`src/rtl/cpu_pkg.sv`:
```
// Shared CPU definitions: datapath defaults, ALU op codes and the
// control-bit bundle that travels down the pipeline with each instruction.
package cpu_pkg;

    localparam int DWIDTH_DEF = 32;
    localparam int RIDX_DEF   = 5;

    // ALU op codes as presented to the execute-stage ALU
    localparam logic [3:0] ALU_AND = 4'b0000;
    localparam logic [3:0] ALU_OR  = 4'b0001;
    localparam logic [3:0] ALU_ADD = 4'b0010;
    localparam logic [3:0] ALU_SUB = 4'b0110;
    localparam logic [3:0] ALU_SLT = 4'b0111;
    localparam logic [3:0] ALU_SLL = 4'b1001;
    localparam logic [3:0] ALU_SRL = 4'b1010;
    localparam logic [3:0] ALU_NOR = 4'b1100;
    localparam logic [3:0] ALU_SRA = 4'b1101;
    localparam logic [3:0] ALU_LUI = 4'b1110;

    // Control bits that follow an instruction into EX
    typedef struct packed {
        logic reg_write;
        logic mem_read;
        logic mem_write;
        logic mem_to_reg;
    } ctrl_t;

    // A bubble carries no side effects
    localparam ctrl_t CTRL_NONE = '0;

endpackage

```
`src/rtl/fwd_mux.sv`:
```
// Single-operand forwarding selector. EX/MEM wins over MEM/WB; register 0
// is never forwarded because it is hard-wired to zero.
module fwd_mux
    import cpu_pkg::*;
#(
    parameter int DWIDTH = DWIDTH_DEF,
    parameter int RIDX   = RIDX_DEF
) (
    input  logic [RIDX-1:0]   src_idx,
    input  logic [DWIDTH-1:0] reg_val,
    input  logic              exmem_reg_write,
    input  logic [RIDX-1:0]   exmem_rd_idx,
    input  logic [DWIDTH-1:0] exmem_result,
    input  logic              memwb_reg_write,
    input  logic [RIDX-1:0]   memwb_rd_idx,
    input  logic [DWIDTH-1:0] memwb_result,
    output logic [DWIDTH-1:0] fwd_val
);

    // Pick the youngest in-flight producer of src_idx, else the latched value
    always_comb begin
        fwd_val = reg_val;
        if (src_idx != '0) begin
            if (exmem_reg_write && (exmem_rd_idx == src_idx)) begin
                fwd_val = exmem_result;
            end else if (memwb_reg_write && (memwb_rd_idx == src_idx)) begin
                fwd_val = memwb_result;
            end
        end
    end

endmodule

```
`src/rtl/id_ex_stage.sv`:
```
// ID/EX pipeline register with operand forwarding and load-use detection.
// Update priority each edge: rst > flush > stall > load-use bubble > load.
// While stalled, the latched rs/rt data are refreshed with their forwarded
// values so a producer that retires during the hold is not lost.
// Optional macro IDEX_PERF_CNT_EN adds stall_cnt / bubble_cnt counters.
module id_ex_stage
    import cpu_pkg::*;
#(
    parameter int DWIDTH = DWIDTH_DEF,
    parameter int RIDX   = RIDX_DEF
) (
    input  logic              clk,
    input  logic              rst,
    input  logic              id_valid,
    input  logic [3:0]        id_alu_op,
    input  logic [DWIDTH-1:0] id_rs_data,
    input  logic [DWIDTH-1:0] id_rt_data,
    input  logic [DWIDTH-1:0] id_imm,
    input  logic [RIDX-1:0]   id_rs_idx,
    input  logic [RIDX-1:0]   id_rt_idx,
    input  logic [RIDX-1:0]   id_rd_idx,
    input  logic              id_use_rs,
    input  logic              id_use_rt,
    input  logic              id_src_a_sel,
    input  logic              id_src_b_sel,
    input  logic              id_reg_write,
    input  logic              id_mem_read,
    input  logic              id_mem_write,
    input  logic              id_mem_to_reg,
    input  logic              stall,
    input  logic              flush,
    input  logic              exmem_reg_write,
    input  logic [RIDX-1:0]   exmem_rd_idx,
    input  logic [DWIDTH-1:0] exmem_result,
    input  logic              memwb_reg_write,
    input  logic [RIDX-1:0]   memwb_rd_idx,
    input  logic [DWIDTH-1:0] memwb_result,
    output logic              ex_valid,
    output logic [3:0]        alu_op,
    output logic [DWIDTH-1:0] alu_rs1,
    output logic [DWIDTH-1:0] alu_rs2,
    output logic [DWIDTH-1:0] ex_store_data,
    output logic [RIDX-1:0]   ex_rd_idx,
    output logic              ex_reg_write,
    output logic              ex_mem_read,
    output logic              ex_mem_write,
    output logic              ex_mem_to_reg,
    output logic              ld_use_stall
`ifdef IDEX_PERF_CNT_EN
    ,
    output logic [31:0]       stall_cnt,
    output logic [31:0]       bubble_cnt
`endif
);

    logic              valid_q,     valid_d;
    logic [3:0]        alu_op_q,    alu_op_d;
    logic [DWIDTH-1:0] rs_data_q,   rs_data_d;
    logic [DWIDTH-1:0] rt_data_q,   rt_data_d;
    logic [DWIDTH-1:0] imm_q,       imm_d;
    logic [RIDX-1:0]   rs_idx_q,    rs_idx_d;
    logic [RIDX-1:0]   rt_idx_q,    rt_idx_d;
    logic [RIDX-1:0]   rd_idx_q,    rd_idx_d;
    logic              src_a_sel_q, src_a_sel_d;
    logic              src_b_sel_q, src_b_sel_d;
    ctrl_t             ctrl_q,      ctrl_d;

    logic [DWIDTH-1:0] rs_fwd;
    logic [DWIDTH-1:0] rt_fwd;
    logic              ld_use;
    logic              load_bubble;

    fwd_mux #(.DWIDTH(DWIDTH), .RIDX(RIDX)) u_fwd_rs (
        .src_idx         (rs_idx_q),
        .reg_val         (rs_data_q),
        .exmem_reg_write (exmem_reg_write),
        .exmem_rd_idx    (exmem_rd_idx),
        .exmem_result    (exmem_result),
        .memwb_reg_write (memwb_reg_write),
        .memwb_rd_idx    (memwb_rd_idx),
        .memwb_result    (memwb_result),
        .fwd_val         (rs_fwd)
    );

    fwd_mux #(.DWIDTH(DWIDTH), .RIDX(RIDX)) u_fwd_rt (
        .src_idx         (rt_idx_q),
        .reg_val         (rt_data_q),
        .exmem_reg_write (exmem_reg_write),
        .exmem_rd_idx    (exmem_rd_idx),
        .exmem_result    (exmem_result),
        .memwb_reg_write (memwb_reg_write),
        .memwb_rd_idx    (memwb_rd_idx),
        .memwb_result    (memwb_result),
        .fwd_val         (rt_fwd)
    );

    // Load-use hazard: a load in EX whose destination the ID instruction reads
    always_comb begin
        ld_use = 1'b0;
        if (valid_q && ctrl_q.mem_read && (rd_idx_q != '0) && id_valid) begin
            ld_use = (id_use_rs && (id_rs_idx == rd_idx_q)) ||
                     (id_use_rt && (id_rt_idx == rd_idx_q));
        end
    end

    // A bubble enters on flush, on a load-use hold, or when ID is empty
    assign load_bubble = flush || (!stall && (ld_use || !id_valid));

    // Next-state selection for the stage register
    always_comb begin
        valid_d     = valid_q;
        alu_op_d    = alu_op_q;
        rs_data_d   = rs_fwd;
        rt_data_d   = rt_fwd;
        imm_d       = imm_q;
        rs_idx_d    = rs_idx_q;
        rt_idx_d    = rt_idx_q;
        rd_idx_d    = rd_idx_q;
        src_a_sel_d = src_a_sel_q;
        src_b_sel_d = src_b_sel_q;
        ctrl_d      = ctrl_q;
        if (load_bubble) begin
            valid_d     = 1'b0;
            alu_op_d    = '0;
            rs_data_d   = '0;
            rt_data_d   = '0;
            imm_d       = '0;
            rs_idx_d    = '0;
            rt_idx_d    = '0;
            rd_idx_d    = '0;
            src_a_sel_d = 1'b0;
            src_b_sel_d = 1'b0;
            ctrl_d      = CTRL_NONE;
        end else if (!stall) begin
            valid_d     = 1'b1;
            alu_op_d    = id_alu_op;
            rs_data_d   = id_rs_data;
            rt_data_d   = id_rt_data;
            imm_d       = id_imm;
            rs_idx_d    = id_rs_idx;
            rt_idx_d    = id_rt_idx;
            rd_idx_d    = id_rd_idx;
            src_a_sel_d = id_src_a_sel;
            src_b_sel_d = id_src_b_sel;
            ctrl_d      = '{reg_write:  id_reg_write,
                            mem_read:   id_mem_read,
                            mem_write:  id_mem_write,
                            mem_to_reg: id_mem_to_reg};
        end
    end

    // Stage register with synchronous reset
    always_ff @(posedge clk) begin
        if (rst) begin
            valid_q     <= 1'b0;
            alu_op_q    <= '0;
            rs_data_q   <= '0;
            rt_data_q   <= '0;
            imm_q       <= '0;
            rs_idx_q    <= '0;
            rt_idx_q    <= '0;
            rd_idx_q    <= '0;
            src_a_sel_q <= 1'b0;
            src_b_sel_q <= 1'b0;
            ctrl_q      <= CTRL_NONE;
        end else begin
            valid_q     <= valid_d;
            alu_op_q    <= alu_op_d;
            rs_data_q   <= rs_data_d;
            rt_data_q   <= rt_data_d;
            imm_q       <= imm_d;
            rs_idx_q    <= rs_idx_d;
            rt_idx_q    <= rt_idx_d;
            rd_idx_q    <= rd_idx_d;
            src_a_sel_q <= src_a_sel_d;
            src_b_sel_q <= src_b_sel_d;
            ctrl_q      <= ctrl_d;
        end
    end

    // Operand muxing toward the ALU; shifts take the value from rt
    always_comb begin
        alu_rs1       = src_a_sel_q ? rt_fwd : rs_fwd;
        alu_rs2       = src_b_sel_q ? imm_q  : rt_fwd;
        ex_store_data = rt_fwd;
    end

    assign ex_valid      = valid_q;
    assign alu_op        = alu_op_q;
    assign ex_rd_idx     = rd_idx_q;
    assign ex_reg_write  = ctrl_q.reg_write;
    assign ex_mem_read   = ctrl_q.mem_read;
    assign ex_mem_write  = ctrl_q.mem_write;
    assign ex_mem_to_reg = ctrl_q.mem_to_reg;
    assign ld_use_stall  = ld_use;

`ifdef IDEX_PERF_CNT_EN
    logic [31:0] stall_cnt_q,  stall_cnt_d;
    logic [31:0] bubble_cnt_q, bubble_cnt_d;

    // Counters wrap naturally at 2^32
    always_comb begin
        stall_cnt_d  = stall_cnt_q;
        bubble_cnt_d = bubble_cnt_q;
        if (stall && !flush) begin
            stall_cnt_d = stall_cnt_q + 32'd1;
        end
        if (load_bubble) begin
            bubble_cnt_d = bubble_cnt_q + 32'd1;
        end
    end

    // Counter registers
    always_ff @(posedge clk) begin
        if (rst) begin
            stall_cnt_q  <= '0;
            bubble_cnt_q <= '0;
        end else begin
            stall_cnt_q  <= stall_cnt_d;
            bubble_cnt_q <= bubble_cnt_d;
        end
    end

    assign stall_cnt  = stall_cnt_q;
    assign bubble_cnt = bubble_cnt_q;
`endif

endmodule

```
`config.mk`:
```
export PLATFORM = sky130hd
export DESIGN_NAME = id_ex_stage
export DESIGN_NICKNAME = d
export VERILOG_FILES = /design/src/rtl/cpu_pkg.sv /design/src/rtl/fwd_mux.sv /design/src/rtl/id_ex_stage.sv
export SDC_FILE = /design/constraint.sdc
export NUM_CORES = 1
export LEC_CHECK = 0
export ABC_AREA = 1
export ABC_CLOCK_PERIOD_IN_PS = 2400
export CELL_PAD_IN_SITES_DETAIL_PLACEMENT = 0
export CELL_PAD_IN_SITES_GLOBAL_PLACEMENT = 2
export CORE_ASPECT_RATIO = 0.75
export CORE_MARGIN = 3
export CORE_UTILIZATION = 22
export DETAILED_ROUTE_END_ITERATION = 10
export HOLD_SLACK_MARGIN = 0.06
export PLACE_DENSITY = 0.92
export SETUP_SLACK_MARGIN = 0.2
export SKIP_LAST_GASP = 1
export SYNTH_ARGS = -nofsm -noshare
export SYNTH_HDL_FRONTEND = slang
export SYNTH_SLANG_ARGS = --single-unit
```
`constraint.sdc`:
```
create_clock -name clk -period 2.4 [get_ports clk]
set_input_delay 0.6 -clock clk [delete_from_list [all_inputs] [get_ports clk]]
set_output_delay 0.6 -clock clk [all_outputs]
set_load 0.1 [all_outputs]
```
; ---- After elaboration in Yosys (flattened, before gate mapping)
; Cells that the tools add are included.
; W data, S select, Z words.
[totals]
reg_bits = 122
in_bits = 204
out_inout_bits = 111
elab_cells = 50
[op_classes]
eq_ne = 6
mux = 11
reduce_logical = 19
[ops]
columns = operator, count
row1 = $mux W32, 10
row2 = $eq A5 B5 Y1, 6
row3 = $reduce_bool A5 Y1, 3
row4 = $logic_and A1 B1 Y1, 10
row5 = $logic_or A1 B1 Y1, 3
row6 = $logic_not A1 Y1, 2
row7 = $reduce_or A2 Y1, 1
row8 = $mux W1, 1

; ---- Logic depth before layout (Yosys ltp)
[depth]
depth_word = 8
ltp_mapped = 13
ltp_nobuf = 11

; ---- Cells and area by module
; Synthesis repeated with hierarchy kept, for this count alone.
[unflattened]
hier_cells = 1361
hier_area_um2 = 8047.7
[modules_own_cells]
columns = mod, n_inst, cells_per_inst, area_per_inst_um2, seq_area_each_um2
row1 = id_ex_stage, 1, 749, 5332.6, 2442.3
row2 = fwd_mux, 2, 306, 1357.6, 0.0

; ---- Least setup slack after synthesis
; Ideal clock, no wire load.
[synth_timing]
path_kind = input to output
start = in exmem_rd_idx[2]
end = out alu_rs1[17]
arrival_ps = 2762
t_required_ps = 1800
setup_slack_ps = -962
path_stages = 12
n_path_buf = 2
path_cell_list = inv_1 -> nand2_1 -> nand2_1 -> nor2_1 -> nand3_1 -> buf_6 -> buf_6 -> nand3_1 -> nand2_1 -> nand2_1 -> nand2_1 -> nand2_1
[synth_via]
elab_chain_cells = 5
word_cells_on_any_way = 9
classes_between = eq/ne: 2 / mux: 5 / reduce/logical: 2
[synth_lines]
columns = item, line
row1 = start: declaration, id_ex_stage.sv:33  ; input logic [RIDX-1:0] exmem_rd_idx,
row2 = $eq A5 B5 Y1, fwd_mux.sv:24  ; if (exmem_reg_write && (exmem_rd_idx == src_idx)) begin
row3 = $logic_and A1 B1 Y1, fwd_mux.sv:24
row4 = $mux W32, fwd_mux.sv:24
row5 = $mux W32, fwd_mux.sv:23  ; if (src_idx != '0) begin
row6 = named net ex_store_data[17], id_ex_stage.sv:42  ; output logic [DWIDTH-1:0] ex_store_data,
row7 = $mux W32, id_ex_stage.sv:183  ; alu_rs1 = src_a_sel_q ? rt_fwd : rs_fwd;
row8 = end: declaration, id_ex_stage.sv:40  ; output logic [DWIDTH-1:0] alu_rs1,
; The timed path passes the listed nets, and every way through them passes these cells.

; ---- Worst setup path after layout
[layout_timing]
start = in exmem_rd_idx[0]
end = out alu_rs2[13]
[layout_via]
elab_chain_cells = 5
[layout_lines]
columns = item, line
row1 = $eq A5 B5 Y1, fwd_mux.sv:24
row2 = $logic_and A1 B1 Y1, fwd_mux.sv:24
row3 = $mux W32, fwd_mux.sv:24
row4 = $mux W32, fwd_mux.sv:23
row5 = $mux W32, id_ex_stage.sv:184  ; alu_rs2 = src_b_sel_q ? imm_q : rt_fwd;
row6 = end: declaration, id_ex_stage.sv:41  ; output logic [DWIDTH-1:0] alu_rs2,
; No other way between the ends.

==> impl_metrics.tcl <==
set metrics [dict create \
    status "finished with violations" \
    violations "setup timing" \
    vdd_drop_max_mv 0.451 \
    max_slew_margin_pct 66.8 \
    postRouteAntennaNets 0 \
    postSynthAreaPerCell_sq_um 5.78 \
    clk_latency_ns 0.44 \
    area_growth_pct 110 \
    ios 315 \
    syn_area_sq_um 8430 \
    syn_inst 1460 \
    core_sq_um 37400 \
    synth.top_cell.area_share_pct 29.0 \
    place.gp.congestion 0.845 \
    clockBufferDepth 2 \
    dp_slack_ns -0.962 \
    drive_above_1_share_pct 42.3 \
    holdPathStages 2 \
    grt_setup_unrepaired "true" \
    drc_errors 0 \
    fmaxAchievable_ghz 0.338 \
    slowest_stage "clkdlybuf4s15_1" \
    critPathKind "input pin to output port" \
    fin_crit_ns 2.96 \
    ys.warnings.count 0 \
    row_count 61 \
    antenna_found_initial 3 \
    synth_area_leaders "dfxtp_1 29%, nand2_1 14%, nor2_1 12%" \
    tightest_slew_ns 0.498 \
    worstPathArrival_ns 2.36 \
    drt_iter0_drc 573 \
    finalNetCount 2064 \
    portBuffers 314 \
    startpoint_type "input pin" \
    fin_cells 2379 \
    report.final.slew_viol_count 0 \
    num_vias 10800 \
    whs_ns 0.457 \
    seq_area_frac_synth_pct 29.0 \
    min_from "ex_mem_to_reg" \
    cp_common_cell "buf_12" \
    dr.pass1.iters 5 \
    cts-root-buf "clkbuf_16" \
    end_kind "output port" \
    p_leak_nw 7.42 \
    cts_tree "built" \
    finClkSkew_ns 0.0111 \
    grt_pass1_vias 10700 \
    die_area_sq_um 40700 \
    grtUsageTotal_pct 20.2 \
    die_h_um 176 \
    power_density_nw_per_um2 444 \
    ys_types 23 \
    grt_pass1_wl_um 62600 \
    clk_pin_slew_ns 0.05 \
    synth_top_cell_by_area "dfxtp_1" \
    max_stage_delay_ns 0.22 \
    fin_crit_sh_pct 123 \
    rr_worst_depth 15 \
    overflow 0 \
    setup_viol 96 \
    post-place-cells 2295 \
    crit_chain "clkdlybuf4s15_1 -> inv_2 -> o21ai_2 -> nor2_2 -> nand3_4 -> buf_12 -> buf_16 -> buf_12 -> nor2_4 -> nor2_2 -> nand2_2 -> nand3_2 -> o21ai_4 -> buf_12" \
    grt_max_degree 75 \
    reg_top3 "imm_q (32), rs_data_q (32), rt_data_q (32)" \
    cp.required_ns 1.80 \
    hp-class "flip-flop to flip-flop" \
    routed_wl_um 42900 \
    wl_per_cell_um 18.0 \
    rr_startpoint "rt_idx_q[1]" \
    setup_ws_ns -0.557 \
    worstSetupStartpoint "exmem_rd_idx[0]" \
    numCtsBuffers 17 \
    clock-sinks 122 \
    finalSetupTns_ns -48.68 \
    h-tree-depth 4 \
    syn-num-nets 1664 \
    critPathMaxFanout 8 \
    via_per_inst 4.54 \
    maxCapViolCount 0 \
    die_w_um 232 \
    hold_violations 0 \
    place_hpwl_um 29400 \
    ys_seq_elements 122 \
    initial_utilization_pct 22.5 \
]
[routing by layer]
layer  GRT usage [%]  share of wire (%)  vias to the layer above
li1                -                  -                     5387
met1            26.8                 46                     5093
met2            33.5                 47                      279
met3            4.44                5.2                       37
met4            4.46                1.3                        2
met5               0              0.030                        -
[cell families after synthesis]
logic type / share of synthesized area (%)
AND/OR/NAND/NOR: 43.8
buffers and inverters: 13.3
AO/OA/AOI/OAI: 13.9
flip-flops: 29.0
[power by group]
| group | switching [mW] | internal [mW] | leakage [nW] |
|---|---|---|---|
| clock network | 1.05 | 1.76 | 0.292 |
| logic | 1.73 | 1.20 | 6.13 |
| registers | 0.0300 | 2.10 | 1.00 |
[layout by cell type (no fill, tap or decap), types with 41 or more instances in the layout]
master and instances:
nand3_1 68, a21oi_1 73, o21ai_4 41, inv_1 143
buf_4 120, nand2_1 189, dfxtp_1 106, nand3_4 49
clkdlybuf4s50_1 178, buf_12 126, nor2_1 218, or2_2 64
o21ai_0 77, nand2_2 56, nand3_2 52
[area by class of cell]
| type | count | area, sq um |
|---|---|---|
| Antenna cell | 2 | 5.00 |
| Tap cell | 504 | 631 |
| Clock inverter | 8 | 143 |
| Sequential cell | 122 | 2470 |
| Multi-Input combinational cell | 1078 | 7530 |
| Inverter | 168 | 653 |
| Timing Repair Buffer | 473 | 5830 |
| Fill cell | 3688 | 19700 |
| Clock buffer | 24 | 462 |
[repair_timing]
action / CTS / global route
pin swaps: 73 / 97
buffers inserted: 26 / 13
gates resized for setup: 203 / 177
endpoints found under the setup margin: 97 / 98
hold buffers: 0 / 0
hold endpoints to repair: 0 / 0
gates cloned: 4 / 7
[worst paths after layout]
kind	to	slack (ns)
max reg2reg	rt_data_q[13]	0.30
min	ex_mem_to_reg	0.46
max	alu_rs2[13]	-0.56
min reg2reg	ex_mem_to_reg	0.46
[metrics by stage]
stage | utilization, % | power (mW) | cell area [sq um]
finish | 47.4 | 7.87 | 17700
floorplan | - | 3.73 | 9920
detailed placement | 40.9 | 4.89 | 15300
CTS | 45.0 | 7.83 | 16800
global route | 47.4 | 8.20 | 17700
global placement | 40.9 | 4.88 | 15300
[critical path: cells and delay by family]
kind | cells | cell delay [ns]
simple gates | 6 | 0.62
compound gates | 2 | 0.16
buf+inv | 6 | 0.95
[synth_stat cells]
cell and count:
a21oi_1 75, and2_1 31, buf_1 9, buf_2 26, buf_4 11, buf_6 9
clkbuf_1 34, clkbuf_2 3, dfxtp_1 122, inv_1 158, inv_2 10, nand2_1 320
nand2_2 1, nand3_1 167, nand3_2 2, nand4_1 2, nor2_1 268, nor2_2 1
nor3_1 2, o21ai_0 113, o21ai_1 12, o21ai_2 20, or2_2 64
No activity file was read; power rests on OpenSTA's default activity.
